[config.mk]
export PLATFORM = sky130hd
export DESIGN_NAME = intersection_phase_sched
export DESIGN_NICKNAME = d
export VERILOG_FILES = /design/src/rtl/intersection_phase_sched_pkg.sv /design/src/rtl/intersection_phase_sched_timer.sv /design/src/rtl/intersection_phase_sched.sv
export SDC_FILE = /design/constraint.sdc
export NUM_CORES = 1
export LEC_CHECK = 0
export CAP_MARGIN = 40
export CORE_MARGIN = 2
export CORE_UTILIZATION = 53
export DETAILED_ROUTE_END_ITERATION = 8
export GPL_TIMING_DRIVEN = 0
export PLACE_DENSITY = 0.88
export REMOVE_ABC_BUFFERS = 1
export SLEW_MARGIN = 15
export SYNTH_ARGS = -nofsm -noshare
export SYNTH_HDL_FRONTEND = slang
export SYNTH_SLANG_ARGS = --single-unit
[constraint.sdc]
create_clock -name clk_i -period 4.1 [get_ports clk_i]
set_input_delay 0.41 -clock clk_i [delete_from_list [all_inputs] [get_ports clk_i]]
set_output_delay 0.41 -clock clk_i [all_outputs]
set_load 0.005 [all_outputs]
[src/rtl/intersection_phase_sched_pkg.sv]
// Shared light codes, phase encodings, default timing and the phase -> lights
// mapping used by the intersection phase scheduler.
package intersection_phase_sched_pkg;

    localparam logic [1:0] LIGHT_RED    = 2'b00;
    localparam logic [1:0] LIGHT_YELLOW = 2'b01;
    localparam logic [1:0] LIGHT_GREEN  = 2'b10;
    localparam logic [1:0] LIGHT_ALLRED = 2'b11;

    localparam int DEF_T_GREEN_MIN = 3;
    localparam int DEF_T_GREEN_MAX = 8;
    localparam int DEF_T_YELLOW    = 2;
    localparam int DEF_T_ALLRED    = 1;
    localparam int DEF_CW          = 4;

    typedef enum logic [2:0] {
        ST_ALLRED_INIT = 3'd0,
        ST_NS_GREEN    = 3'd1,
        ST_NS_YELLOW   = 3'd2,
        ST_ALLRED_A    = 3'd3,
        ST_EW_GREEN    = 3'd4,
        ST_EW_YELLOW   = 3'd5,
        ST_ALLRED_B    = 3'd6,
        ST_MAINT       = 3'd7
    } state_t;

    typedef struct packed {
        logic [1:0] w_ns;
        logic       tranzit_ns;
        logic [1:0] w_ew;
        logic       tranzit_ew;
    } lights_t;

    // Light codes and transit flags shown while the scheduler sits in st.
    function automatic lights_t lights_for(input state_t st);
        lights_t l;
        l.w_ns       = LIGHT_RED;
        l.tranzit_ns = 1'b0;
        l.w_ew       = LIGHT_RED;
        l.tranzit_ew = 1'b0;
        case (st)
            ST_NS_GREEN:  l.w_ns = LIGHT_GREEN;
            ST_NS_YELLOW: begin
                l.w_ns       = LIGHT_YELLOW;
                l.tranzit_ns = 1'b1;
            end
            ST_EW_GREEN:  l.w_ew = LIGHT_GREEN;
            ST_EW_YELLOW: begin
                l.w_ew       = LIGHT_YELLOW;
                l.tranzit_ew = 1'b1;
            end
            ST_ALLRED_INIT, ST_MAINT: begin
                l.w_ns = LIGHT_ALLRED;
                l.w_ew = LIGHT_ALLRED;
            end
            default: ;
        endcase
        return l;
    endfunction

endpackage

[src/rtl/intersection_phase_sched_timer.sv]
// Phase timer: counts ticks since the last phase change, holding at its
// maximum value, and flags the tick on which the selected duration runs out.
module intersection_phase_sched_timer #(
    parameter int CW = 4
) (
    input  logic          clk,
    input  logic          rst,
    input  logic          clear,
    input  logic          tick,
    input  logic [CW-1:0] dur,
    output logic [CW-1:0] count,
    output logic          expired
);

    localparam logic [CW-1:0] COUNT_MAX = '1;
    localparam logic [CW-1:0] ONE       = CW'(1);

    logic [CW-1:0] last;

    assign last = dur - ONE;

    // "At or past" rather than equality: a green that rested long enough to
    // saturate the counter must still yield on its maximum once the other
    // road asks, even if its own road keeps demanding.
    assign expired = tick && (count >= last);

    // Tick counter: cleared on every phase entry, saturates at COUNT_MAX.
    always_ff @(posedge clk) begin
        // NOTE: sequential state is written with non-blocking assignments only,
        // so every flop samples pre-edge values regardless of block ordering.
        if (rst || clear) begin
            count <= '0;
        end else if (tick && (count != COUNT_MAX)) begin
            count <= count + ONE;
        end
    end

endmodule

[src/rtl/intersection_phase_sched.sv]
// Two-road intersection phase scheduler: sequences green -> yellow -> all-red
// per direction, arbitrates latched car-sensor demand, honours maintenance
// all-red, and drives registered light codes plus a load strobe.
module intersection_phase_sched
    import intersection_phase_sched_pkg::*;
#(
    parameter int T_GREEN_MIN = DEF_T_GREEN_MIN,
    parameter int T_GREEN_MAX = DEF_T_GREEN_MAX,
    parameter int T_YELLOW    = DEF_T_YELLOW,
    parameter int T_ALLRED    = DEF_T_ALLRED,
    parameter int CW          = DEF_CW
) (
    input  logic       clk_i,
    input  logic       rst_i,
    input  logic       tick_i,
    input  logic       req_ns_i,
    input  logic       req_ew_i,
    input  logic       maint_i,
    output logic [1:0] w_ns_o,
    output logic       tranzit_ns_o,
    output logic [1:0] w_ew_o,
    output logic       tranzit_ew_o,
    output logic       en_o,
    output logic [2:0] phase_o
);

    localparam logic [CW-1:0] GREEN_MIN_LAST = CW'(T_GREEN_MIN - 1);
    localparam logic [CW-1:0] DUR_GREEN      = CW'(T_GREEN_MAX);
    localparam logic [CW-1:0] DUR_YELLOW     = CW'(T_YELLOW);
    localparam logic [CW-1:0] DUR_ALLRED     = CW'(T_ALLRED);

    state_t        state;
    state_t        state_next;
    logic          pend_ns;
    logic          pend_ew;
    logic          want_ns;
    logic          want_ew;
    logic          phase_change;
    logic          timer_expired;
    logic [CW-1:0] timer;
    logic [CW-1:0] timer_dur;
    lights_t       lights_next;

    // A request seen this very cycle counts as demand immediately.
    assign want_ns      = pend_ns | req_ns_i;
    assign want_ew      = pend_ew | req_ew_i;
    assign phase_change = (state_next != state);

    intersection_phase_sched_timer #(
        .CW (CW)
    ) u_timer (
        .clk     (clk_i),
        .rst     (rst_i),
        .clear   (phase_change),
        .tick    (tick_i),
        .dur     (timer_dur),
        .count   (timer),
        .expired (timer_expired)
    );

    // Duration the timer is compared against in the current phase.
    always_comb begin
        case (state)
            ST_NS_GREEN, ST_EW_GREEN:   timer_dur = DUR_GREEN;
            ST_NS_YELLOW, ST_EW_YELLOW: timer_dur = DUR_YELLOW;
            default:                    timer_dur = DUR_ALLRED;
        endcase
    end

    // State register.
    always_ff @(posedge clk_i) begin
        if (rst_i) begin
            state <= ST_ALLRED_INIT;
        end else begin
            state <= state_next;
        end
    end

    // Next-state logic; maintenance overrides every timed transition.
    always_comb begin
        // NOTE: default first so every path assigns state_next and no latch forms.
        state_next = state;
        if (maint_i) begin
            state_next = ST_MAINT;
        end else begin
            case (state)
                ST_ALLRED_INIT: if (timer_expired) state_next = ST_NS_GREEN;
                ST_NS_GREEN:
                    if (tick_i && want_ew &&
                        (((timer >= GREEN_MIN_LAST) && !req_ns_i) || timer_expired))
                        state_next = ST_NS_YELLOW;
                ST_NS_YELLOW:   if (timer_expired) state_next = ST_ALLRED_A;
                ST_ALLRED_A:    if (timer_expired) state_next = ST_EW_GREEN;
                ST_EW_GREEN:
                    if (tick_i && want_ns &&
                        (((timer >= GREEN_MIN_LAST) && !req_ew_i) || timer_expired))
                        state_next = ST_EW_YELLOW;
                ST_EW_YELLOW:   if (timer_expired) state_next = ST_ALLRED_B;
                ST_ALLRED_B:    if (timer_expired) state_next = ST_NS_GREEN;
                ST_MAINT:       state_next = ST_ALLRED_INIT;
                default:        state_next = ST_ALLRED_INIT;
            endcase
        end
    end

    // Pending demand: set while requested, cleared on entering that road's
    // green unless the request is still present (set wins).
    always_ff @(posedge clk_i) begin
        if (rst_i) begin
            pend_ns <= 1'b0;
            pend_ew <= 1'b0;
        end else begin
            pend_ns <= req_ns_i |
                       (pend_ns & ~(phase_change && (state_next == ST_NS_GREEN)));
            pend_ew <= req_ew_i |
                       (pend_ew & ~(phase_change && (state_next == ST_EW_GREEN)));
        end
    end

    // Output decode for the phase being entered.
    always_comb begin
        lights_next = lights_for(state_next);
    end

    // Output registers; en_o pulses for one cycle on every phase change and
    // is high out of reset so the controllers load all-red.
    always_ff @(posedge clk_i) begin
        if (rst_i) begin
            w_ns_o       <= LIGHT_ALLRED;
            tranzit_ns_o <= 1'b0;
            w_ew_o       <= LIGHT_ALLRED;
            tranzit_ew_o <= 1'b0;
            en_o         <= 1'b1;
            phase_o      <= ST_ALLRED_INIT;
        end else begin
            w_ns_o       <= lights_next.w_ns;
            tranzit_ns_o <= lights_next.tranzit_ns;
            w_ew_o       <= lights_next.w_ew;
            tranzit_ew_o <= lights_next.tranzit_ew;
            en_o         <= phase_change;
            phase_o      <= state_next;
        end
    end

endmodule

==> run_summary.xml <==
<?xml version="1.0" encoding="UTF-8"?>
<metrics>
  <group name="status">
    <metric name="status" unit="">finished, final reports clean</metric>
  </group>
  <group name="synth">
    <metric name="synth_xor_xnor_area_share" unit="%">2.44</metric>
    <metric name="synth_area_leaders" unit="">sky130_fd_sc_hd__dfxtp_1 30%, sky130_fd_sc_hd__ha_1 7.0%, sky130_fd_sc_hd__nor2_1 3.5%</metric>
    <metric name="fraction_of_the_mapped_netlist_area_in_adder_cells" unit="%">8.01</metric>
    <metric name="synth_unique_cells" unit="">53</metric>
    <metric name="ys_warn_count" unit="">0</metric>
    <metric name="synthCells" unit="">124</metric>
    <metric name="synth_async_sr_flop_share" unit="%">0</metric>
    <metric name="post_synth_instance_area" unit="um2">1080</metric>
    <metric name="postSynth.topFlopCell" unit="">sky130_fd_sc_hd__dfxtp_1</metric>
    <metric name="synthesized_area_fraction_occupied_by_and_or_nand_nor_cells" unit="%">28.9</metric>
    <metric name="synthTopCellsByCount" unit="">16 x sky130_fd_sc_hd__dfxtp_1, 10 x sky130_fd_sc_hd__nor2_1, 8 x sky130_fd_sc_hd__nand2_1, 6 x sky130_fd_sc_hd__ha_1, 6 x sky130_fd_sc_hd__nor3_1</metric>
    <metric name="ys_seq_elements" unit="">16</metric>
    <metric name="postSynthAreaPerCell" unit="um2">8.69</metric>
    <metric name="ys_seq_area_share" unit="%">29.7</metric>
    <metric name="synth.most_common_cell" unit="">sky130_fd_sc_hd__dfxtp_1</metric>
    <metric name="synth_mux_area_share" unit="%">0.929</metric>
    <metric name="synth-edff-count" unit="">0</metric>
    <metric name="synth_top_family_by_area" unit="">simple AND/OR/NAND/NOR gates</metric>
    <metric name="post-synth-top-area-fraction" unit="%">29.7</metric>
    <metric name="synth_largest_area_cell" unit="">sky130_fd_sc_hd__dfxtp_1</metric>
    <metric name="synth_compound_gate_area_share" unit="%">24.3</metric>
  </group>
  <group name="layout">
    <metric name="insertedDiodeCount" unit="">0</metric>
    <metric name="final_cells" unit="">162</metric>
    <metric name="final_net_count" unit="">148</metric>
    <metric name="area_growth_syn_to_layout" unit="%">16.5</metric>
    <metric name="stdcell_area" unit="um2">1250</metric>
    <metric name="final_layout_size_suffix_gt1_share" unit="%">11.1</metric>
  </group>
  <group name="grt">
    <metric name="gr-usage-all-layers" unit="%">23.0</metric>
    <metric name="first_pass_grt_wire_length" unit="um">4360</metric>
    <metric name="globalRouteOverflowTotal" unit="">0</metric>
    <metric name="antenna_found_initial" unit="">0</metric>
    <metric name="first_global_vias" unit="">947</metric>
    <metric name="grt_max_degree" unit="">23</metric>
  </group>
  <group name="placed_design">
    <metric name="dp_hpwl" unit="um">1830</metric>
    <metric name="placedInstanceArea" unit="um2">1220</metric>
    <metric name="cell_total_after_placement" unit="">158</metric>
    <metric name="place.gp.congestion" unit="">0.880</metric>
    <metric name="io_buffers" unit="">15</metric>
  </group>
  <group name="pwr">
    <metric name="power.density" unit="nW/um2">322</metric>
    <metric name="ir_drop" unit="mV">0.225</metric>
    <metric name="switchingPower" unit="uW">132</metric>
    <metric name="power.internal" unit="uW">273</metric>
    <metric name="comb_power_share" unit="%">27.3</metric>
    <metric name="seq_power_share" unit="%">45.1</metric>
    <metric name="static-leakage-power" unit="nW">0.466</metric>
    <metric name="p_clk_share" unit="%">27.6</metric>
    <metric name="netSwitchingFraction" unit="%">32.6</metric>
  </group>
  <group name="sta">
    <metric name="timing.setup.tns" unit="ns">0</metric>
    <metric name="timing_hold_violations_final" unit="">0</metric>
    <metric name="final_max_slew_viol_count" unit="">0</metric>
    <metric name="fin_worst_skew" unit="ns">0.0106</metric>
    <metric name="fin_worst_hold_slack" unit="ns">0.581</metric>
    <metric name="grt_setup_unrepaired" unit="">no</metric>
    <metric name="fmaxAchievable" unit="MHz">303</metric>
    <metric name="post-route-period-util" unit="%">80.6</metric>
    <metric name="setup_viol_count_final" unit="">0</metric>
    <metric name="timing_worst_slew_pin_value" unit="ns">0.765</metric>
    <metric name="max_slew_margin" unit="%">49.0</metric>
    <metric name="finalCriticalPeriod" unit="ns">3.30</metric>
  </group>
  <group name="clocking">
    <metric name="post_cts_buffers" unit="">0</metric>
    <metric name="postCtsHoldBufs" unit="">0</metric>
    <metric name="worst_skew_pair.late_latency" unit="ns">0.31</metric>
    <metric name="clock_sink_count" unit="">16</metric>
    <metric name="clk_path_buf_depth" unit="">2</metric>
    <metric name="tritoncts_clock_tree" unit="">done</metric>
    <metric name="cts.reportedPaths.clkPinSlew" unit="ns">0.11</metric>
    <metric name="cts.repair.resized" unit="">0</metric>
    <metric name="clock_tree.root_cell" unit="">sky130_fd_sc_hd__clkbuf_4</metric>
    <metric name="ctsHtreeMaxLevel" unit="">1</metric>
    <metric name="tritoncts.num_buffers" unit="">3</metric>
  </group>
  <group name="hold_path">
    <metric name="hold-path-endpoint" unit="">pend_ns</metric>
    <metric name="hold_path.startpoint" unit="">pend_ns</metric>
    <metric name="hold_path_class" unit="">reg -&gt; reg</metric>
    <metric name="hold-path-cell-count" unit="">2</metric>
  </group>
  <group name="critical_path">
    <metric name="largest_driver_fanout_on_the_critical_path" unit="">22</metric>
    <metric name="reg2reg_setup_slack" unit="ns">0.80</metric>
    <metric name="cp_data_arrival_time" unit="ns">3.50</metric>
    <metric name="reg2reg_to" unit="">en_o</metric>
    <metric name="crit_required" unit="ns">4.30</metric>
    <metric name="timing.reg2reg.worst_path_depth" unit="">8</metric>
    <metric name="worst_r2r_startpoint" unit="">phase_o[2]</metric>
    <metric name="cp_launch_type" unit="">flop</metric>
    <metric name="path_class" unit="">reg -&gt; reg</metric>
    <metric name="worstSetupEndpointType" unit="">flop</metric>
  </group>
  <group name="routing">
    <metric name="avgViaCountPerCell" unit="">6.40</metric>
    <metric name="drt-pass1-iter-count" unit="">4</metric>
    <metric name="routedWlPerCell" unit="um">16.4</metric>
    <metric name="num_vias" unit="">1036</metric>
    <metric name="drt_iter0_drc" unit="">62</metric>
    <metric name="postRouteAntennaNets" unit="">0</metric>
    <metric name="wl_final" unit="um">2650</metric>
    <metric name="drcViolationCount" unit="">0</metric>
  </group>
  <group name="die">
    <metric name="starting_density_of_the_core" unit="%">55.5</metric>
    <metric name="core_region" unit="um2">1940</metric>
    <metric name="die-width" unit="um">49.1</metric>
    <metric name="top_level_ports" unit="">16</metric>
    <metric name="floorplan.die_area" unit="um2">2410</metric>
    <metric name="fp.dieH" unit="um">49.1</metric>
    <metric name="placement_rows" unit="">16</metric>
  </group>
  <group name="run">
    <metric name="max_cap_viol_count" unit="">0</metric>
  </group>
</metrics>
-- metrics by stage --
stage,utilization (%),power [mW],setup WS [ns]
6_report,64.6,0.405,0.796
5_1_grt,64.6,0.423,0.625
2_1_floorplan,-,0.252,1.30
4_1_cts,64.6,0.405,0.821
3_3_place_gp,62.8,0.289,0.967
3_5_place_dp,62.8,0.294,0.860
-- state kept, by name (all words and copies together), names as in the netlist, 2 cells and up --
register       count
phase_o            3
w_ew_o             2
w_ns_o             2
u_timer.count      4
-- worst max-delay path by stage --
stage               slack [ns]                to        from
finish                    0.80              en_o  phase_o[2]
global route              0.62  u_timer.count[2]  phase_o[2]
CTS                       0.82  u_timer.count[2]  phase_o[2]
detailed placement        0.86              en_o  phase_o[2]
global placement          0.97              en_o  phase_o[2]
floorplan                 1.30              en_o  phase_o[2]
-- power by group through the flow --
stage	sequential [mW]	combinational, mW	clock [mW]
floorplan	0.182	0.0701	0
global placement	0.184	0.105	0
detailed placement	0.185	0.109	0
CTS	0.182	0.110	0.113
global route	0.184	0.122	0.117
finish	0.182	0.110	0.112
-- worst max-delay path: stages (launching register included) --
cell                        delay, ns
sky130_fd_sc_hd__dfxtp_1         0.83
sky130_fd_sc_hd__nor2b_1         0.27
sky130_fd_sc_hd__o21ai_0         0.17
sky130_fd_sc_hd__ha_1            0.30
sky130_fd_sc_hd__a2111o_1        0.44
sky130_fd_sc_hd__o2bb2ai_1       0.19
sky130_fd_sc_hd__a21oi_1         0.51
sky130_fd_sc_hd__o221ai_2        0.23
sky130_fd_sc_hd__or2_1           0.26
-- cell usage in the layout (no fill, tap or decap), types with 2 or more instances in the layout --
cell type                         count
sky130_fd_sc_hd__dfxtp_1             16
sky130_fd_sc_hd__clkdlybuf4s50_1     15
sky130_fd_sc_hd__nor2_1              10
sky130_fd_sc_hd__nand2_1              8
sky130_fd_sc_hd__nor3_1               6
sky130_fd_sc_hd__ha_1                 6
sky130_fd_sc_hd__inv_1                4
sky130_fd_sc_hd__nor2b_1              4
sky130_fd_sc_hd__o21ai_0              4
sky130_fd_sc_hd__nand2b_1             4
sky130_fd_sc_hd__nor4_1               3
sky130_fd_sc_hd__a21oi_1              3
sky130_fd_sc_hd__nand3_1              3
sky130_fd_sc_hd__o21ai_1              3
sky130_fd_sc_hd__clkbuf_4             3
sky130_fd_sc_hd__xnor2_1              2
sky130_fd_sc_hd__and3_1               2
sky130_fd_sc_hd__o2bb2ai_1            2
sky130_fd_sc_hd__o221ai_2             2
sky130_fd_sc_hd__o211ai_1             2
sky130_fd_sc_hd__nor3_2               2
sky130_fd_sc_hd__o221ai_1             2
-- metal layers --
| metal | global-route usage (%) | wire [um] | up-vias |
|---|---|---|---|
| li1 | - | - | 485 |
| met1 | 28.3 | 1050 | 488 |
| met2 | 40.5 | 1360 | 58 |
| met3 | 3.07 | 214 | 5 |
| met4 | 8.57 | 21 | 0 |
| met5 | 0 | 0 | - |
-- cells by family after synthesis --
group,after synthesis
buffers and inverters,12
muxes,1
other,1
DFF,16
adders and majority gates,7
and+or+nand+nor,53
AOI/OAI and AO/OA,31
xor gates and xnor gates,3
-- final cells by class --
type / count / area, um2
multi-input cells: 96 / 699
flip-flops and latches: 16 / 320
clock buffers: 4 / 36.3
fillers: 175 / 687
inverters: 4 / 15.0
well taps: 27 / 33.8
repair buffers: 15 / 150
Power figures use the tool's default switching activity.
